`src/rtl/nw_vc_output_port_pkg.sv`:
```
// Shared types for the router output-port VC tracker.
// Holds the VC state encoding and the credit-width helper.
package nw_vc_output_port_pkg;

    typedef struct packed {
        logic        head;
        logic        tail;
        logic [31:0] data;
    } flit_t;

    typedef struct packed {
        logic full;
        logic empty;
        logic nearly_full;
        logic nearly_empty;
    } fifov_flags_t;

    typedef enum logic [1:0] {
        IDLE,
        ACTIVE,
        DRAIN
    } vc_out_state_t;

    function automatic int clogb2(input int value);
        int w;
        w = 0;
        for (int v = value - 1; v > 0; v = v >> 1) begin
            w++;
        end
        return w;
    endfunction

    localparam int default_buffer_length = 8;
    localparam int default_credit_w = clogb2(default_buffer_length + 1);

    typedef logic [default_credit_w-1:0] credit_t;

endpackage

```
`src/rtl/nw_vc_output_port_if.sv`:
```
// Grant, flit-departure and credit-return signals for one output port,
// plus the per-VC status it reports back to the allocators.
interface nw_vc_output_port_if
    import nw_vc_output_port_pkg::*;
#(
    parameter int num_vcs       = 4,
    parameter int buffer_length = 8
);
    localparam int credit_w = clogb2(buffer_length + 1);

    logic [num_vcs-1:0]               vc_alloc_valid;
    logic                             flit_valid;
    logic [num_vcs-1:0]               flit_vc;
    logic                             flit_tail;
    logic                             credit_valid;
    logic [num_vcs-1:0]               credit_vc;
    logic [num_vcs-1:0]               vc_free;
    logic [num_vcs-1:0]               vc_can_send;
    logic [num_vcs-1:0][credit_w-1:0] credits;
    logic                             error;

    modport master (
        output vc_alloc_valid, flit_valid, flit_vc, flit_tail,
        output credit_valid, credit_vc,
        input  vc_free, vc_can_send, credits, error
    );

    modport slave (
        input  vc_alloc_valid, flit_valid, flit_vc, flit_tail,
        input  credit_valid, credit_vc,
        output vc_free, vc_can_send, credits, error
    );

endinterface

```
`src/rtl/nw_vc_credit_fsm.sv`:
```
// One downstream VC: credit counter plus IDLE/ACTIVE/DRAIN state.
// err is a single-cycle pulse; the top level makes it sticky.
module nw_vc_credit_fsm
    import nw_vc_output_port_pkg::*;
#(
    parameter int buffer_length    = 8,
    parameter bit release_on_empty = 1'b1,
    parameter int credit_w         = clogb2(buffer_length + 1)
) (
    input  logic                clk,
    input  logic                rst_n,
    input  logic                send,
    input  logic                tail,
    input  logic                alloc,
    input  logic                cred,
    output logic                free,
    output logic                can_send,
    output logic [credit_w-1:0] count,
    output logic                err
);

    localparam logic [credit_w-1:0] full = credit_w'(buffer_length);

    vc_out_state_t       state;
    vc_out_state_t       state_nxt;
    logic [credit_w-1:0] count_nxt;
    logic                cnt_err;
    logic                fsm_err;
    vc_out_state_t       tail_state;

    always_comb begin
        count_nxt = count;
        cnt_err   = 1'b0;
        if (send && !cred) begin
            if (count == '0) cnt_err = 1'b1;
            else             count_nxt = count - 1'b1;
        end else if (cred && !send) begin
            if (count == full) cnt_err = 1'b1;
            else               count_nxt = count + 1'b1;
        end
    end

    // Hold the VC until every outstanding credit is back, if configured
    assign tail_state = (release_on_empty && count_nxt != full) ? DRAIN : IDLE;

    always_comb begin
        state_nxt = state;
        fsm_err   = 1'b0;
        unique case (state)
            IDLE: begin
                if (alloc) begin
                    if (send && tail) state_nxt = tail_state;
                    else              state_nxt = ACTIVE;
                end else if (send) begin
                    fsm_err = 1'b1;
                end
            end
            ACTIVE: begin
                fsm_err = alloc;
                if (send && tail) state_nxt = tail_state;
            end
            DRAIN: begin
                fsm_err = alloc | send;
                if (count_nxt == full) state_nxt = IDLE;
            end
            default: state_nxt = IDLE;
        endcase
    end

    always_ff @(posedge clk) begin
        if (!rst_n) begin
            state <= IDLE;
            count <= full;
        end else begin
            state <= state_nxt;
            count <= count_nxt;
        end
    end

    assign free     = (state == IDLE);
    assign can_send = (count != '0);
    assign err      = cnt_err | fsm_err;

endmodule

```
`src/rtl/nw_vc_output_port.sv`:
```
// Upstream tracker for one router output port: per-VC credits and state,
// with one-hot screening of events and a sticky protocol error flag.
module nw_vc_output_port
    import nw_vc_output_port_pkg::*;
#(
    parameter int num_vcs          = 4,
    parameter int buffer_length    = 8,
    parameter bit release_on_empty = 1'b1
) (
    input logic                clk,
    input logic                rst_n,
    nw_vc_output_port_if.slave vc_if
);

    localparam int credit_w = clogb2(buffer_length + 1);

    logic               flit_ok;
    logic               credit_ok;
    logic               bad_vc;
    logic [num_vcs-1:0] send;
    logic [num_vcs-1:0] cred;
    logic [num_vcs-1:0] err;

    // A malformed VC select is dropped entirely rather than guessed at
    assign flit_ok   = vc_if.flit_valid & $onehot(vc_if.flit_vc);
    assign credit_ok = vc_if.credit_valid & $onehot(vc_if.credit_vc);
    assign bad_vc    = (vc_if.flit_valid & ~flit_ok)
                     | (vc_if.credit_valid & ~credit_ok);

    assign send = {num_vcs{flit_ok}} & vc_if.flit_vc;
    assign cred = {num_vcs{credit_ok}} & vc_if.credit_vc;

    for (genvar i = 0; i < num_vcs; i++) begin : g_vc
        nw_vc_credit_fsm #(
            .buffer_length    (buffer_length),
            .release_on_empty (release_on_empty),
            .credit_w         (credit_w)
        ) u_fsm (
            .clk      (clk),
            .rst_n    (rst_n),
            .send     (send[i]),
            .tail     (vc_if.flit_tail),
            .alloc    (vc_if.vc_alloc_valid[i]),
            .cred     (cred[i]),
            .free     (vc_if.vc_free[i]),
            .can_send (vc_if.vc_can_send[i]),
            .count    (vc_if.credits[i]),
            .err      (err[i])
        );
    end

    always_ff @(posedge clk) begin
        if (!rst_n) vc_if.error <= 1'b0;
        else        vc_if.error <= vc_if.error | bad_vc | (|err);
    end

endmodule

```
`src/flat_wrapper.sv`:
```
// flat-port wrapper written by rule: the top's interface ports become plain ports
module nw_vc_output_port_flat import nw_vc_output_port_pkg::*;
#(
    parameter int num_vcs          = 4,
    parameter int buffer_length    = 8,
    parameter bit release_on_empty = 1'b1
)
  (clk, rst_n, vc_if_vc_alloc_valid, vc_if_flit_valid, vc_if_flit_vc, vc_if_flit_tail, vc_if_credit_valid, vc_if_credit_vc, vc_if_vc_free, vc_if_vc_can_send, vc_if_credits, vc_if_error);
  nw_vc_output_port_if #(.num_vcs(num_vcs), .buffer_length(buffer_length)) vc_if_i ();
  input logic clk;
  input logic rst_n;
  input wire logic [$bits(vc_if_i.vc_alloc_valid)-1:0] vc_if_vc_alloc_valid;
  input wire logic [$bits(vc_if_i.flit_valid)-1:0] vc_if_flit_valid;
  input wire logic [$bits(vc_if_i.flit_vc)-1:0] vc_if_flit_vc;
  input wire logic [$bits(vc_if_i.flit_tail)-1:0] vc_if_flit_tail;
  input wire logic [$bits(vc_if_i.credit_valid)-1:0] vc_if_credit_valid;
  input wire logic [$bits(vc_if_i.credit_vc)-1:0] vc_if_credit_vc;
  output wire logic [$bits(vc_if_i.vc_free)-1:0] vc_if_vc_free;
  output wire logic [$bits(vc_if_i.vc_can_send)-1:0] vc_if_vc_can_send;
  output wire logic [$bits(vc_if_i.credits)-1:0] vc_if_credits;
  output wire logic [$bits(vc_if_i.error)-1:0] vc_if_error;
  assign vc_if_i.vc_alloc_valid = vc_if_vc_alloc_valid;
  assign vc_if_i.flit_valid = vc_if_flit_valid;
  assign vc_if_i.flit_vc = vc_if_flit_vc;
  assign vc_if_i.flit_tail = vc_if_flit_tail;
  assign vc_if_i.credit_valid = vc_if_credit_valid;
  assign vc_if_i.credit_vc = vc_if_credit_vc;
  assign vc_if_vc_free = vc_if_i.vc_free;
  assign vc_if_vc_can_send = vc_if_i.vc_can_send;
  assign vc_if_credits = vc_if_i.credits;
  assign vc_if_error = vc_if_i.error;
  nw_vc_output_port #(.num_vcs(num_vcs), .buffer_length(buffer_length), .release_on_empty(release_on_empty)) u_core (.clk(clk), .rst_n(rst_n), .vc_if(vc_if_i));
endmodule
```
`config.mk`:
```
export PLATFORM = sky130hd
export DESIGN_NAME = nw_vc_output_port_flat
export DESIGN_NICKNAME = d
export VERILOG_FILES = /design/src/rtl/nw_vc_output_port_pkg.sv /design/src/rtl/nw_vc_output_port_if.sv /design/src/rtl/nw_vc_credit_fsm.sv /design/src/rtl/nw_vc_output_port.sv /design/src/flat_wrapper.sv
export SDC_FILE = /design/constraint.sdc
export NUM_CORES = 1
export LEC_CHECK = 0
export ABC_AREA = 1
export CORE_MARGIN = 3
export CORE_UTILIZATION = 30
export CTS_CLUSTER_SIZE = 24
export DETAILED_ROUTE_END_ITERATION = 6
export HOLD_SLACK_MARGIN = 0.06
export MAX_ROUTING_LAYER = met4
export PLACE_DENSITY_LB_ADDON = 0.15
export SLEW_MARGIN = 0
export SYNTH_ARGS = -nofsm -noshare
export SYNTH_HDL_FRONTEND = slang
export SYNTH_SLANG_ARGS = --single-unit
```
`constraint.sdc`:
```
create_clock -name clk -period 4.6 [get_ports clk]
set_input_delay 0.92 -clock clk [delete_from_list [all_inputs] [get_ports clk]]
set_output_delay 0.92 -clock clk [all_outputs]
set_load 0.02 [all_outputs]
```
==> impl_results.rst, run 1 <==
.. list-table::
   :header-rows: 1

   * - Metric
     - Value
   * - Result of the run
     - finished, final reports clean
   * - Number of filler instances in the final layout
     - 806
   * - Startpoint Class
     - input port
   * - Post-synth design cell area
     - 2330 sq um
   * - Die area
     - roughly 8900 sq um
   * - Detailed-route DRC error count
     - 0
   * - Fin crit share
     - 78.4%
   * - Share of synthesized flip-flops with an asynchronous set or reset
     - 0%
   * - Final Hold Viols
     - 0
   * - Root Driver
     - sky130_fd_sc_hd__clkbuf_8
   * - Clock Sink Count
     - 25
   * - Synth unique cells
     - 29
   * - Via density per instance
     - around 4.8
   * - Clock input transition at the sequential cells of the worst setup and hold paths
     - 100 ps
   * - Clk_skew
     - 4.27 ps
   * - Hold WC Path Type
     - reg -> reg
   * - Number of enable flip-flop cells after synthesis
     - 0
   * - Hold Path Cell Cnt
     - 1
   * - Area of all sequential standard cells
     - 500 sq um
   * - H-tree depth
     - 1
   * - Largest buffer count on any clock path
     - 2
   * - Cell taking the most area after synthesis
     - sky130_fd_sc_hd__dfxtp_1
   * - DIE WIDTH
     - 94.1 microns
   * - First-pass iteration count of the detailed router
     - 5
   * - Share of the yosys chip area belonging to registers
     - a little over a fifth
   * - Remaining Overflow, GRT
     - 0
   * - Slew of the pin with the lowest slew margin
     - 648 ps
   * - Hold buffer count at CTS
     - 0
   * - Critical hold path startpoint
     - u_core.g_vc[0].u_fsm.state[1]$_SDFFE_PN0P_
   * - Finish-stage setup viols
     - 0
   * - Placer Congestion
     - 0.857
   * - Core area
     - between 7000 and 8000 sq um
   * - Mean routed wirelength per cell
     - 12.2 microns
   * - Insertion delay of the later-clocked pin in the worst-skew pair
     - about 280 ps
   * - Max IR drop VDD
     - 139 uV
   * - Nets
     - 470
   * - Number of standard cells after synthesis
     - 401
   * - Number of I/O pins
     - 42
   * - Fraction of final layout cells sized beyond drive strength 1
     - 4.82%
   * - Startpoint-to-endpoint class of the critical path
     - in -> reg
   * - First-pass GRT wire length
     - between 10000 and 15000 microns
   * - Post-synthesis to final-layout area growth
     - 22.0%
   * - Maximum number of pins on one net before global-route repair
     - 15
   * - Setup repair after global routing missed its margin
     - false
   * - Port buffer count
     - 41
   * - Number of instances resized during post-cts repair
     - 0
   * - Vias
     - 2544
   * - Half-perimeter wire length after detailed placement
     - 5210 microns
   * - Synth top area cells
     - sky130_fd_sc_hd__dfxtp_1 (22%), sky130_fd_sc_hd__nand2_1 (18%), sky130_fd_sc_hd__nand3_1 (11%)
   * - Top FF cell, synth
     - sky130_fd_sc_hd__dfxtp_1
   * - Worst relative slew slack
     - 56.7%
   * - Number of global-route vias before repair
     - 2297
   * - # Max-Cap Violations
     - 0
   * - DRT antenna net count
     - 0
   * - Cell depth of the worst flop-to-flop path
     - 13
   * - Post-route core utilization
     - between 30% and 40%
   * - Buffers inserted during post-CTS setup optimization
     - 0
   * - Minimum setup slack among reg-to-reg paths
     - between 2000 and 3000 ps
   * - Total negative setup slack
     - 0 ps
   * - Flip-flop and latch count after synthesis
     - 25
   * - Std-Cell Rows
     - 31
   * - Syn Nets
     - ~430
   * - Total track usage
     - 15.1%
   * - First-iteration detailed-routing DRC count
     - ~130
   * - Crit Reg-Reg Startpoint
     - u_core.g_vc[2].u_fsm.count[0]$_SDFF_PN0_
   * - Peak clock frequency supported by timing
     - 0.277 GHz
   * - Final routed wirelength across all metal layers
     - about 6500 microns
   * - Endpoint of the lowest-slack register-to-register path
     - u_core.g_vc[2].u_fsm.state[0]$_SDFFE_PN0P_
   * - Initial core utilization
     - between 30% and 40%
   * - Area fraction of the dominant cell type after synthesis
     - 21.5%
   * - Crit path arrival time
     - 3820 ps
   * - Areal power density over the cells
     - 287 nW/um^2
   * - Crit path required time
     - 4820 ps
   * - Vertical die dimension
     - 94.1 microns
   * - Most repeated cell in the gate-level netlist after synthesis
     - sky130_fd_sc_hd__nand2_1
   * - Syn Area/Cell
     - 5.80 sq um
   * - Maximum fanout count along the critical path
     - 5
   * - Clock tree from TritonCTS
     - done
   * - Syn. warnings
     - 0
   * - Reported leakage power
     - 0.00142 uW
   * - Top cells by instance count after synthesis
     - sky130_fd_sc_hd__nand2_1 (111), sky130_fd_sc_hd__inv_1 (60), sky130_fd_sc_hd__nand3_1 (49)
   * - Num CTS Buffers
     - 3
   * - Endpoint with the worst hold slack
     - u_core.g_vc[0].u_fsm.state[0]$_SDFFE_PN0P_
   * - Total chip power
     - roughly 800 uW
   * - Number of diodes
     - 0
   * - Multi-input logic area
     - 1500 sq um
   * - Max-slew violation total from the final report
     - 0
   * - Initial antenna violation count
     - 0
   * - Worst setup EP type
     - flip-flop
   * - Post-route minimum period
     - approximately 3600 ps
## layer usage
layer | track usage [%] | wire, microns | up-vias
met5 | - | 0 | -
met4 | 2.65 | 51 | 0
met3 | 2.16 | 250 | 4
met2 | 23.5 | 2790 | 60
met1 | 21.2 | 3410 | 1128
li1 | - | - | 1352
## where the power goes
group | switching (uW) | total (uW) | internal (uW)
registers | 30.8 | 272 | 241
logic | 245 | 402 | 157
clock network | 81.4 | 142 | 60.9
## critical path, cell delays in order
cell and delay, ps:
sky130_fd_sc_hd__clkdlybuf4s50_1 490, sky130_fd_sc_hd__ha_1 340, sky130_fd_sc_hd__ha_1 200, sky130_fd_sc_hd__fa_1 440, sky130_fd_sc_hd__inv_2 90, sky130_fd_sc_hd__nand4_1 160, sky130_fd_sc_hd__nor2_2 270, sky130_fd_sc_hd__nand2_1 190
sky130_fd_sc_hd__nand2_1 90, sky130_fd_sc_hd__nand2_1 50, sky130_fd_sc_hd__nand2_1 70, sky130_fd_sc_hd__nand2_1 60, sky130_fd_sc_hd__nor2_1 120, sky130_fd_sc_hd__nand2_1 100, sky130_fd_sc_hd__nand2_1 70, sky130_fd_sc_hd__nand2_1 40
sky130_fd_sc_hd__a21oi_1 110
## metrics by stage
step                setup slack, ps  hold slack, ps  area, sq um  cells
floorplan                      1560             492         2330    401
global placement                702             530         2790    531
detailed placement              710             527         2790    531
CTS                             999             545         2840    535
global route                    707             595         2840    535
finish                          994             545         2840    535
## sequential cells by signal (all words and copies together) (netlist names)
register	count
u_core.g_vc.u_fsm.state	8
u_core.vc_if.error	1
u_core.g_vc.u_fsm.count	16
## cell usage in the layout (no fill, tap or decap)
cell type	synthesis	layout
sky130_fd_sc_hd__nor3_1	5	5
sky130_fd_sc_hd__or2_2	1	1
sky130_fd_sc_hd__clkinv_1	1	1
sky130_fd_sc_hd__inv_1	60	60
sky130_fd_sc_hd__inv_2	8	8
sky130_fd_sc_hd__o21ai_0	8	8
sky130_fd_sc_hd__nand3b_1	1	1
sky130_fd_sc_hd__fa_1	2	2
sky130_fd_sc_hd__clkinv_2	0	1
sky130_fd_sc_hd__or2_1	1	1
sky130_fd_sc_hd__o21ai_1	7	7
sky130_fd_sc_hd__dfxtp_1	25	25
sky130_fd_sc_hd__clkdlybuf4s50_1	0	41
sky130_fd_sc_hd__nand3_1	49	49
sky130_fd_sc_hd__clkbuf_8	0	3
sky130_fd_sc_hd__nor2_2	3	3
sky130_fd_sc_hd__a21oi_1	25	25
sky130_fd_sc_hd__nand4_1	9	9
sky130_fd_sc_hd__nor2_1	45	45
sky130_fd_sc_hd__nor2_4	1	1
sky130_fd_sc_hd__xor2_1	3	3
sky130_fd_sc_hd__ha_1	14	14
sky130_fd_sc_hd__nand2_1	111	111
sky130_fd_sc_hd__o22ai_1	3	3
sky130_fd_sc_hd__o211ai_1	1	1
sky130_fd_sc_hd__a22oi_1	1	1
sky130_fd_sc_hd__nor4_1	2	2
sky130_fd_sc_hd__nand2_2	1	1
sky130_fd_sc_hd__nand4_2	3	3
sky130_fd_sc_hd__a31oi_1	1	1
## cell families (layout without fill, tap and decap cells)
| family | after synthesis | after routing | synth area share, % |
|---|---|---|---|
| compound gates | 46 | 46 | 10.3 |
| xor+xnor | 3 | 3 | 1.13 |
| fa+ha+maj | 16 | 16 | 9.25 |
| buf+inv | 79 | 114 | 14.0 |
| flops | 25 | 25 | 21.5 |
| simple gates | 232 | 232 | 43.8 |
## worst max path at each step
stage	startpoint	to	slack, ps	cells after the start
CTS	vc_if_credit_vc[2]	u_core.g_vc[3].u_fsm.state[0]$_SDFFE_PN0P_	1000	17
global route	vc_if_credit_vc[1]	u_core.g_vc[0].u_fsm.state[1]$_SDFFE_PN0P_	710	16
floorplan	vc_if_flit_vc[0]	u_core.g_vc[0].u_fsm.state[1]$_SDFFE_PN0P_	1560	13
global placement	vc_if_credit_vc[2]	u_core.g_vc[3].u_fsm.state[0]$_SDFFE_PN0P_	700	17
detailed placement	vc_if_credit_vc[2]	u_core.g_vc[3].u_fsm.state[0]$_SDFFE_PN0P_	710	17
finish	vc_if_credit_vc[2]	u_core.g_vc[3].u_fsm.state[0]$_SDFFE_PN0P_	990	17
## final cells by class
type,count,area share (%)
multi-input cells,297,52.8
flip-flops and latches,25,17.6
repair buffers,41,14.4
inverters,69,9.12
well taps,99,4.36
clock buffers,3,1.45
clock inverters,1,0.176
Power figures use the tool's default switching activity.
==> run 2: changes to the inputs <==
- clock period: 4.6 -> 3.6 ns (I/O delays scaled with it)
==> run 2 against run 1 <==
  * Worst setup slack got worse by 730 ps
  * Wire length decreased by 0.11%
  * Critical path depth decreased by 1
  * Via count increased by 2.8%
  * Sequential share of layout area decreased by 0.75 points
  * Clock-buffer cell count increased by 1
  * Combinational power increased by 33%
  * Flip-flop and latch count unchanged
  * Clock skew decreased by 0.66 ps
  * Power increased by 30%
  * Non-clock buffer count increased by 17
  * Hold slack got worse by 3.1 ps
  * Critical path type unchanged
  * Highest routed layer unchanged
==> impl_results.rst, run 2 (synthesis gave the netlist of run 1 again) <==
.. list-table::
   :header-rows: 1

   * - Metric
     - Value
   * - Final Hold Viols
     - 0
   * - Hold buffer count at CTS
     - 0
   * - Clock tree from TritonCTS
     - done
   * - Most common cell after layout, fill and taps aside
     - sky130_fd_sc_hd__nand2_1
   * - Max-slew violation total from the final report
     - 0
   * - Finish-stage setup viols
     - 0
   * - Via density per instance
     - 4.74
   * - Flip-flop count of the largest register after layout
     - 16
   * - Insertion delay of the later-clocked pin in the worst-skew pair
     - about 280 ps
   * - Clock power frac
     - 17.0%
   * - Startpoint-to-endpoint class of the critical path
     - in -> reg
   * - First-pass iteration count of the detailed router
     - 4
   * - First-iteration detailed-routing DRC count
     - 125
   * - Cell depth of the worst flop-to-flop path
     - 13
   * - Clock Sink Count
     - 25
   * - Max IR drop VDD
     - roughly 170 uV
   * - Number of diodes
     - 0
   * - Post-route core utilization
     - 40.3%
   * - Final routed wirelength across all metal layers
     - 6490 microns
   * - Core area
     - 7370 sq um
   * - Relative contribution of combinational cells to total power
     - 50.3%
   * - Registers with the highest flip-flop counts
     - u_core.g_vc.u_fsm.count: 16 flops, u_core.g_vc.u_fsm.state: 8 flops, u_core.vc_if.error: 1 flops
   * - Worst relative slew slack
     - about 67%
   * - Internal power contribution
     - 606 uW
   * - Half-perimeter wire length after detailed placement
     - 5240 microns
   * - First-pass GRT wire length
     - between 10000 and 15000 microns
   * - Number of I/O pins
     - between 40 and 50
   * - Initial antenna violation count
     - 0
   * - Std-Cell Rows
     - 31
   * - Buffers inserted during post-CTS setup optimization
     - 0
   * - Vertical die dimension
     - 94.1 microns
   * - Total track usage
     - between 10% and 20%
   * - Vias
     - 2614
   * - Num CTS Buffers
     - 3
   * - Maximum fanout count along the critical path
     - 5
   * - Leading cell types in the layout, fill and taps excluded
     - sky130_fd_sc_hd__nand2_1 (111), sky130_fd_sc_hd__inv_1 (60), sky130_fd_sc_hd__nand3_1 (49), sky130_fd_sc_hd__nor2_1 (45), sky130_fd_sc_hd__clkdlybuf4s50_1 (41)
   * - Clock input transition at the sequential cells of the worst setup and hold paths
     - 100 ps
   * - Clk_skew
     - about 3.6 ps
   * - Port buffer count
     - 41
   * - Largest register by flop count
     - u_core.g_vc.u_fsm.count
   * - Slew of the pin with the lowest slew margin
     - 491 ps
   * - H-tree depth
     - 1
   * - Peak clock frequency supported by timing
     - 0.300 GHz
   * - Number of global-route vias before repair
     - 2282
   * - DIE WIDTH
     - 94.1 microns
   * - Hold WC Path Type
     - reg -> reg
   * - Remaining Overflow, GRT
     - 0
   * - Largest buffer count on any clock path
     - 2
   * - Post-synthesis to final-layout area growth
     - 27.5%
   * - Number of instances resized during post-cts repair
     - 0
   * - Relative contribution of sequential cells to total power
     - 32.7%
   * - Setup repair after global routing missed its margin
     - true
   * - Nets
     - ~490
   * - Endpoint of the lowest-slack register-to-register path
     - u_core.g_vc[1].u_fsm.state[0]$_SDFFE_PN0P_
   * - Detailed-route DRC error count
     - 0
   * - Critical hold path startpoint
     - u_core.g_vc[0].u_fsm.state[1]$_SDFFE_PN0P_
   * - Crit path required time
     - 3780 ps
   * - Worst setup margin
     - 262 ps
   * - Fin crit share
     - 92.7%
   * - Minimum setup slack among reg-to-reg paths
     - about 1600 ps
   * - Crit Reg-Reg Startpoint
     - u_core.g_vc[1].u_fsm.count[0]$_SDFF_PN0_
   * - Switching share of total power
     - approximately 43%
   * - Initial core utilization
     - 31.6%
   * - Maximum number of pins on one net before global-route repair
     - 14
   * - Die area
     - 8850 sq um
   * - Crit path arrival time
     - roughly 3500 ps
   * - # Max-Cap Violations
     - 0
   * - Switching pwr
     - 456 uW
   * - Root Driver
     - sky130_fd_sc_hd__clkbuf_8
   * - Fraction of final layout cells sized beyond drive strength 1
     - 8.17%
   * - Startpoint Class
     - input port
   * - Post-route minimum period
     - 3340 ps
   * - DRT antenna net count
     - 0
   * - Mean routed wirelength per cell
     - 11.8 microns
   * - Reported leakage power
     - roughly 0.0015 uW
   * - Result of the run
     - finished, final reports clean
   * - Hold Path Cell Cnt
     - 1
   * - Areal power density over the cells
     - 358 nW/um^2
   * - Pre-CTS setup slack
     - -47.0 ps
   * - Worst setup EP type
     - flip-flop
   * - Placer Congestion
     - 0.909
   * - Endpoint with the worst hold slack
     - u_core.g_vc[0].u_fsm.state[0]$_SDFFE_PN0P_
-- run 2: per-layer routing --
layer / global-route usage [%] / routed length (microns) / part of all wire (%) / up-vias
met5: - / 0 / 0 / -
met3: 1.68 / 213 / 3.3 / 5
met2: 24.1 / 2920 / 45 / 47
met4: 3.49 / 50 / 0.77 / 0
li1: - / - / - / 1385
met1: 20.9 / 3310 / 51 / 1177
-- run 2: layout make-up --
class	instances	area [sq um]
fill	814	4400
multi-input combinational	297	1500
timing repair buffer	58	538
sequential	25	500
inverter	69	259
tap	99	124
clock buffer	4	45.0
-- run 2: worst max-delay path by stage --
stage / cells after the start / to / startpoint / slack [ps]
2_1_floorplan: 13 / u_core.g_vc[0].u_fsm.state[1]$_SDFFE_PN0P_ / vc_if_flit_vc[0] / 760
3_3_place_gp: 17 / u_core.g_vc[2].u_fsm.state[0]$_SDFFE_PN0P_ / vc_if_credit_vc[0] / -40
3_5_place_dp: 17 / u_core.g_vc[2].u_fsm.state[0]$_SDFFE_PN0P_ / vc_if_credit_vc[0] / -50
4_1_cts: 17 / u_core.g_vc[2].u_fsm.state[0]$_SDFFE_PN0P_ / vc_if_credit_vc[0] / 250
5_1_grt: 17 / u_core.g_vc[1].u_fsm.state[0]$_SDFFE_PN0P_ / vc_if_credit_vc[0] / -20
6_report: 16 / u_core.g_vc[0].u_fsm.state[1]$_SDFFE_PN0P_ / vc_if_credit_vc[0] / 260
-- run 2: per-stage QoR --
step / instance area [sq um] / setup TNS, ps / power [uW] / std cells / hold slack [ps]
after floorplan: 2330 / 0 / 715 / 401 / 492
after global placement: 2920 / -58.1 / 888 / 548 / 528
after detailed placement: 2920 / -60.7 / 886 / 548 / 530
after CTS: 2970 / 0 / 1070 / 552 / 546
after global routing: 2970 / -33.6 / 1150 / 552 / 574
final: 2970 / 0 / 1060 / 552 / 542
-- run 2: critical path, stage by stage --
cell	delay, ps
sky130_fd_sc_hd__clkdlybuf4s50_1	470
sky130_fd_sc_hd__ha_1	320
sky130_fd_sc_hd__ha_1	210
sky130_fd_sc_hd__fa_1	440
sky130_fd_sc_hd__inv_2	90
sky130_fd_sc_hd__nand3_1	110
sky130_fd_sc_hd__nor2_2	210
sky130_fd_sc_hd__nand3_1	230
sky130_fd_sc_hd__inv_1	170
sky130_fd_sc_hd__nand2_1	80
sky130_fd_sc_hd__nand3_1	110
sky130_fd_sc_hd__nand2_1	60
sky130_fd_sc_hd__nor2_1	110
sky130_fd_sc_hd__nand2_1	60
sky130_fd_sc_hd__o21ai_1	70
sky130_fd_sc_hd__nor2_1	50
-- run 2: power groups by stage --
stage	Sequential [uW]	Clock (uW)	Combinational (uW)
floorplan	367	0	348
global placement	354	0	534
detailed placement	353	0	533
CTS	347	186	536
global route	353	197	603
finish	347	181	534
==> run 3: changes to the inputs <==
- GPL_TIMING_DRIVEN: unset -> 1
==> results of run 3 <==
No change in the layout: final DEF, timing and power equal those of run 2.
